`src/rtl/sha256_msg_schedule.sv`:
```
// SHA-256 message schedule: passes M[0..15] through, then expands W[16..63] in a 16-word window.
// Optional build macro SHA256_SCHED_OVERRUN_ERR_EN adds a sticky overrun_err_o flag.

module sha256_msg_schedule #(
    parameter int WORD_W = 32,
    parameter int ROUNDS = 64
) (
    input  logic              clk,
    input  logic              rst,
    input  logic              valid_i,
    input  logic [WORD_W-1:0] M_i,
    output logic              in_ready_o,
    output logic              w_valid_o,
    output logic [WORD_W-1:0] W_o,
    output logic [5:0]        round_o,
    output logic              block_done_o
`ifdef SHA256_SCHED_OVERRUN_ERR_EN
    ,
    output logic              overrun_err_o
`endif
);

    typedef enum logic [0:0] {
        ST_LOAD   = 1'b0,
        ST_EXPAND = 1'b1
    } state_t;

    localparam logic [5:0] LAST_LOAD  = 6'd15;
    localparam logic [5:0] LAST_ROUND = 6'(ROUNDS - 1);

    function automatic logic [WORD_W-1:0] small_sigma0(input logic [WORD_W-1:0] x);
        small_sigma0 = {x[6:0], x[31:7]} ^ {x[17:0], x[31:18]} ^ {3'b000, x[31:3]};
    endfunction

    function automatic logic [WORD_W-1:0] small_sigma1(input logic [WORD_W-1:0] x);
        small_sigma1 = {x[16:0], x[31:17]} ^ {x[18:0], x[31:19]} ^ {10'b0000000000, x[31:10]};
    endfunction

    state_t            state_r;
    logic [5:0]        cnt_r;
    logic [WORD_W-1:0] win_r [16];
    logic [WORD_W-1:0] expand_s;
    logic              shift_en_s;
    logic [WORD_W-1:0] shift_word_s;

    // Next schedule word and the word entering the window this cycle.
    always_comb begin
        expand_s     = small_sigma1(win_r[14]) + win_r[9] + small_sigma0(win_r[1]) + win_r[0];
        shift_en_s   = 1'b0;
        shift_word_s = M_i;
        if (state_r == ST_EXPAND) begin
            shift_en_s   = 1'b1;
            shift_word_s = expand_s;
        end else begin
            shift_en_s   = valid_i;
            shift_word_s = M_i;
        end
    end

    // Sliding window: win_r[15] newest, win_r[0] oldest.
    always_ff @(posedge clk) begin
        if (rst) begin
            for (int i = 0; i < 16; i++) win_r[i] <= {WORD_W{1'b0}};
        end else if (shift_en_s) begin
            for (int i = 0; i < 15; i++) win_r[i] <= win_r[i+1];
            win_r[15] <= shift_word_s;
        end else begin
            for (int i = 0; i < 16; i++) win_r[i] <= win_r[i];
        end
    end

    // Load/expand control and registered output stream.
    always_ff @(posedge clk) begin
        if (rst) begin
            state_r      <= ST_LOAD;
            cnt_r        <= 6'd0;
            in_ready_o   <= 1'b1;
            w_valid_o    <= 1'b0;
            W_o          <= {WORD_W{1'b0}};
            round_o      <= 6'd0;
            block_done_o <= 1'b0;
        end else begin
            case (state_r)
                ST_LOAD: begin
                    block_done_o <= 1'b0;
                    if (valid_i) begin
                        W_o       <= M_i;
                        round_o   <= cnt_r;
                        w_valid_o <= 1'b1;
                        cnt_r     <= cnt_r + 6'd1;
                        if (cnt_r == LAST_LOAD) begin
                            state_r    <= ST_EXPAND;
                            in_ready_o <= 1'b0;
                        end else begin
                            state_r    <= ST_LOAD;
                            in_ready_o <= 1'b1;
                        end
                    end else begin
                        // Gap cycle: W_o/round_o keep their last values.
                        w_valid_o <= 1'b0;
                    end
                end
                ST_EXPAND: begin
                    W_o       <= expand_s;
                    round_o   <= cnt_r;
                    w_valid_o <= 1'b1;
                    if (cnt_r == LAST_ROUND) begin
                        block_done_o <= 1'b1;
                        state_r      <= ST_LOAD;
                        in_ready_o   <= 1'b1;
                        cnt_r        <= 6'd0;
                    end else begin
                        block_done_o <= 1'b0;
                        state_r      <= ST_EXPAND;
                        in_ready_o   <= 1'b0;
                        cnt_r        <= cnt_r + 6'd1;
                    end
                end
                default: begin
                    state_r      <= ST_LOAD;
                    cnt_r        <= 6'd0;
                    in_ready_o   <= 1'b1;
                    w_valid_o    <= 1'b0;
                    block_done_o <= 1'b0;
                end
            endcase
        end
    end

`ifdef SHA256_SCHED_OVERRUN_ERR_EN
    // Sticky flag for words offered while the block is not accepting input.
    always_ff @(posedge clk) begin
        if (rst) begin
            overrun_err_o <= 1'b0;
        end else if (valid_i && !in_ready_o) begin
            overrun_err_o <= 1'b1;
        end else begin
            overrun_err_o <= overrun_err_o;
        end
    end
`endif

endmodule

```
`config.mk`:
```
export PLATFORM = sky130hd
export DESIGN_NAME = sha256_msg_schedule
export DESIGN_NICKNAME = d
export VERILOG_FILES = /design/src/rtl/sha256_msg_schedule.sv
export SDC_FILE = /design/constraint.sdc
export NUM_CORES = 1
export LEC_CHECK = 0
export CAP_MARGIN = 10
export CORE_UTILIZATION = 52
export DETAILED_ROUTE_END_ITERATION = 8
export HOLD_SLACK_MARGIN = 0.15
export PLACE_DENSITY = 0.8
export SYNTH_ARGS = -nofsm -noshare
export SYNTH_HDL_FRONTEND = slang
export SYNTH_SLANG_ARGS = --single-unit
```
`constraint.sdc`:
```
create_clock -name clk -period 13.9 [get_ports clk]
set_input_delay 2.78 -clock clk [delete_from_list [all_inputs] [get_ports clk]]
set_output_delay 2.78 -clock clk [all_outputs]
set_load 0.02 [all_outputs]
```
# Word-level counts from Yosys, hierarchy flattened
# Memory sizes are Yosys's and may differ from the RTL's.
# Cells that the tools add are included.
# totals
ff_bits	48
mem_bits_rw	512
in_bits	35
output_inout_bits	41
elab_cells	112
memories	1
# mem_list
memory	depth	width	read_ports	rd_ports_with_merged_regs	write_ports	line_no	source
win_r	16	32	16	0	16	41	logic [WORD_W-1:0] win_r [16];
# op_classes
add_sub_neg	4
n_eq_ne	3
muxes	60
bitwise_logic	37
# ops
op	count
2-to-1 mux 32 bit	34
adder 32 bit	3
one-hot mux 32 bit (2 select lines)	1
bitwise XOR 32 bit	2
OR 1 bit	32
bitwise XOR 32 x 22 -> 32 bit	1
bitwise XOR 32 x 29 -> 32 bit	1
one-hot mux 6 bit (2 select lines)	2
2-to-1 mux 6 bit	3
2-to-1 mux 1 bit	16
one-hot mux 1 bit (2 select lines)	4
adder 6 x 1 -> 6 bit, second input constant	1
== test 6 x 4 -> 1 bit, second input constant	1
== test 6 bit, second input constant	1
inequality test 2 bit, second input constant	1
NOT 1 bit	1

# Longest topological paths before layout
# logic_depth
ltp_word	8
mapped_depth	17

# Worst setup path before layout
# OpenSTA, ideal clock, no wires.
# synth_timing
path_kind	input-to-reg
from	input valid_i
to	memory win_r[0][0], enable pin
setup_time_ns	0.857
arrival_time_ns	12.979
required_ns	13.043
setup_slack_ns	0.063
path_stages	4
path_buffers	1
cell_sequence	or2_2 -> clkbuf_1 -> nor2_1 -> inv_1
# synth_rtl
element	line_no	source
from (decl)	10	input logic valid_i,
to (decl)	41	

# Worst setup path in the final report
# layout_timing
from	input valid_i
to	register W_o[24]
# layout_via
elab_chain_len	1
# layout_lines
element	line_no	source
inequality test 2 bit (no source line)	n/a	
to (signal assigned)	79	W_o <= {WORD_W{1'b0}};
to (signal assigned)	87	W_o <= M_i;
to (signal assigned)	104	W_o <= expand_s;
to (decl)	14	output logic [WORD_W-1:0] W_o,
# No other way between the ends.
# A chain may end at the register's enable or synchronous reset.

==> impl_metrics.ini <==
[run_status]
status = finished, final reports clean

[routing]
first_pass_iters = 6
viasPerCell = 5.31
vias = 13600
wire_per_inst_um = 19.9
drtIter0Drc = 1267
route.detailed.drc = 0
ant_nets = 0
totalWireLength_mm = 51.0

[setup_path]
arrival_ns = 6.40
cp_max_fo = 131
cp-startpoint = valid_i
reg2reg_depth = 17
cp.required_ns = 14.46
end_kind = register
crit_slowest_cell = clkdlybuf4s50_1
cp_num_buf_inv = 2
worstPathCellList = clkdlybuf4s50_1 > or2_2 > nand2b_1 > inv_6 > nand2_1 > nor4_1 > a22oi_1 > nand3_1 > a21o_1
worstReg2RegStart = win_r[7][20]
crit_cells = 9
worstSetupStartpointType = primary input
cpPeakStageDelay_ns = 0.80
criticalPathCategory = in -> reg
crit_family = simple AND/OR/NAND/NOR gates

[global_routing]
grt_pass1_wl_mm = 79.7
grt_pass1_vias = 13500
grt_usage_pct = 21.4
antenna_found_initial = 3
grt_start_max_net_pins = 190
gr-total-overflow = 0

[die]
rows = 80
die_x_um = 222
core_sq_mm = 0.0476
die_area_sq_mm = 0.0492
initial_core_util_pct = 52.7
die_h_um = 222
ios = 76

[clock_tree]
clock-sinks = 560
post-cts-setup-buffer-count = 0
postCtsHoldBufs = 0
cts_buffer_depth = 3
cts_made_buffers = 56
insertion_delay_ns = 0.62
ctsResizeCount = 0
cts_max_level = 2
clkTransAtPathRegs_ns = 0.06
cts_tree = built
root_buffer = clkbuf_16

[placed_design]
place_hpwl_mm = 33.5
io_buffers = 75
place_congestion = 0.926
place_area_sq_mm = 0.0265
post-place-cells = 2468

[synth]
async_flop_share_pct = 0
yosys.cell_types.count = 55
ys_seq_area_share_pct = 65.0
synth_nets = 1973
yosys_most_used_dff = edfxtp_1
yosysWarnings = 0
synth_cells = 1844
synthesis.area_sq_mm = 0.0251
ys_ff_latch = 560
syn_avg_cell_area_sq_um = 13.6
synth_edf_count = 512

[pwr]
power.density_mw_per_mm2 = 172
p_leak_nw = 11.2
finalPower_mw = 4.89
ir_worst_vdd_uv = 116

[timing]
fin_skew_ns = 0.0341
fin_crit_ns = 5.84
slew-limit-headroom_pct = 26.6
timing_hold_violations_final = 0
worst_pin_slew_ns = 1.10
finalSetupViolations = 0
timing.fmax_mhz = 171
rsz0062_at_grt = false
setup-tns-final_ns = 0
report.final.slew_viol_count = 0
min_period_over_period_pct = 42.0

[min_path]
min_path_type = reg -> reg
min_from = W_o[0]
holdPathStages = 1

[final_layout]
diodes = 0
drive_gt1_share_pct = 6.39
fin_nets = 2040
postLayoutCoreUtil_pct = 59.6
fin_cells = 2571
stdcell_area_sq_mm = 0.0284
area_delta_synth_final_pct = 13.1

[run]
maxCapViolCount = 0
==> state kept, by name, indices dropped and copies added, names as in the netlist <==
signal and flops:
W_o 32, round_o 6, block_done_o 1, cnt_r 6, in_ready_o 1, w_valid_o 1, win_r 512, state_r 1
==> per-layer routing <==
metal  up-vias  global-route usage [%]  wire length, um
li1       6351                       -                -
met1      6795                    31.0            22900
met2       411                    33.5            23800
met3        83                    2.85             2930
met4         0                    7.50             1400
met5         -                       0                0
==> power breakdown <==
part	internal [mW]	switching, mW
combinational	0.475	0.801
clock	0.937	0.642
sequential	1.96	0.0737
==> final timing paths <==
path | endpoint | slack [ns]
setup / recovery | W_o[24] | 8.06
setup reg to reg | win_r[7][57] | 9.15
hold / removal | W_o[0] | 0.45
hold reg to reg | W_o[0] | 0.45
==> logic make-up after synthesis <==
kind of cell | synth area share [%]
compound gates | 4.50
fa+ha+maj | 6.54
flops | 65.0
simple gates | 14.7
buf+inv | 3.45
xor+xnor | 5.16
mux | 0.638
==> cell usage in the layout (no fill, tap or decap), drive strengths merged, types with 4 or more instances in the layout <==
master	netlist	final
edfxtp	512	512
clkinv	0	22
a31oi	4	4
o21bai	10	10
nand2	61	61
o21ai	24	24
and2	260	260
clkbuf	71	64
xnor2	120	120
xor2	28	28
ha	32	32
o21a	7	7
nor2	44	44
dfxtp	48	48
clkinvlp	0	6
o211ai	4	4
nor2b	229	229
bufinv	0	9
a211oi	5	5
nand4	4	4
nand3	14	14
a21o	27	27
fa	62	62
a22oi	4	4
mux2i	16	16
inv	154	156
nand2b	4	4
nor3	7	7
a22o	4	4
buf	5	11
clkdlybuf4s50	0	74
a21oi	53	53
==> stage by stage <==
stage / hold slack [ns] / setup slack (ns)
final: 0.454 / 8.06
after global routing: 0.477 / 7.57
after CTS: 0.460 / 8.02
after detailed placement: 0.442 / 7.41
after global placement: 0.439 / 7.50
after floorplan: 0.462 / 0.0632
==> synth_stat cells, drive strengths merged (16+ instances only) <==
cell type,number,area [sq um]
xor2,28,245
clkbuf,71,267
nor2b,229,1430
a21oi,53,284
mux2i,16,160
nor2,44,165
dfxtp,48,961
o21ai,24,124
xnor2,120,1050
ha,32,400
and2,260,1630
a21o,27,203
nand2,61,231
edfxtp,512,15400
inv,154,578
fa,62,1240
==> layout make-up <==
type	count	area [sq um]
Clock buffer	64	1490
Clock inverter	39	444
Tap cell	615	769
Multi-Input combinational cell	1054	7930
Timing Repair Buffer	85	840
Sequential cell	560	16300
Fill cell	3674	19200
Inverter	154	591
Power figures use the tool's default switching activity.
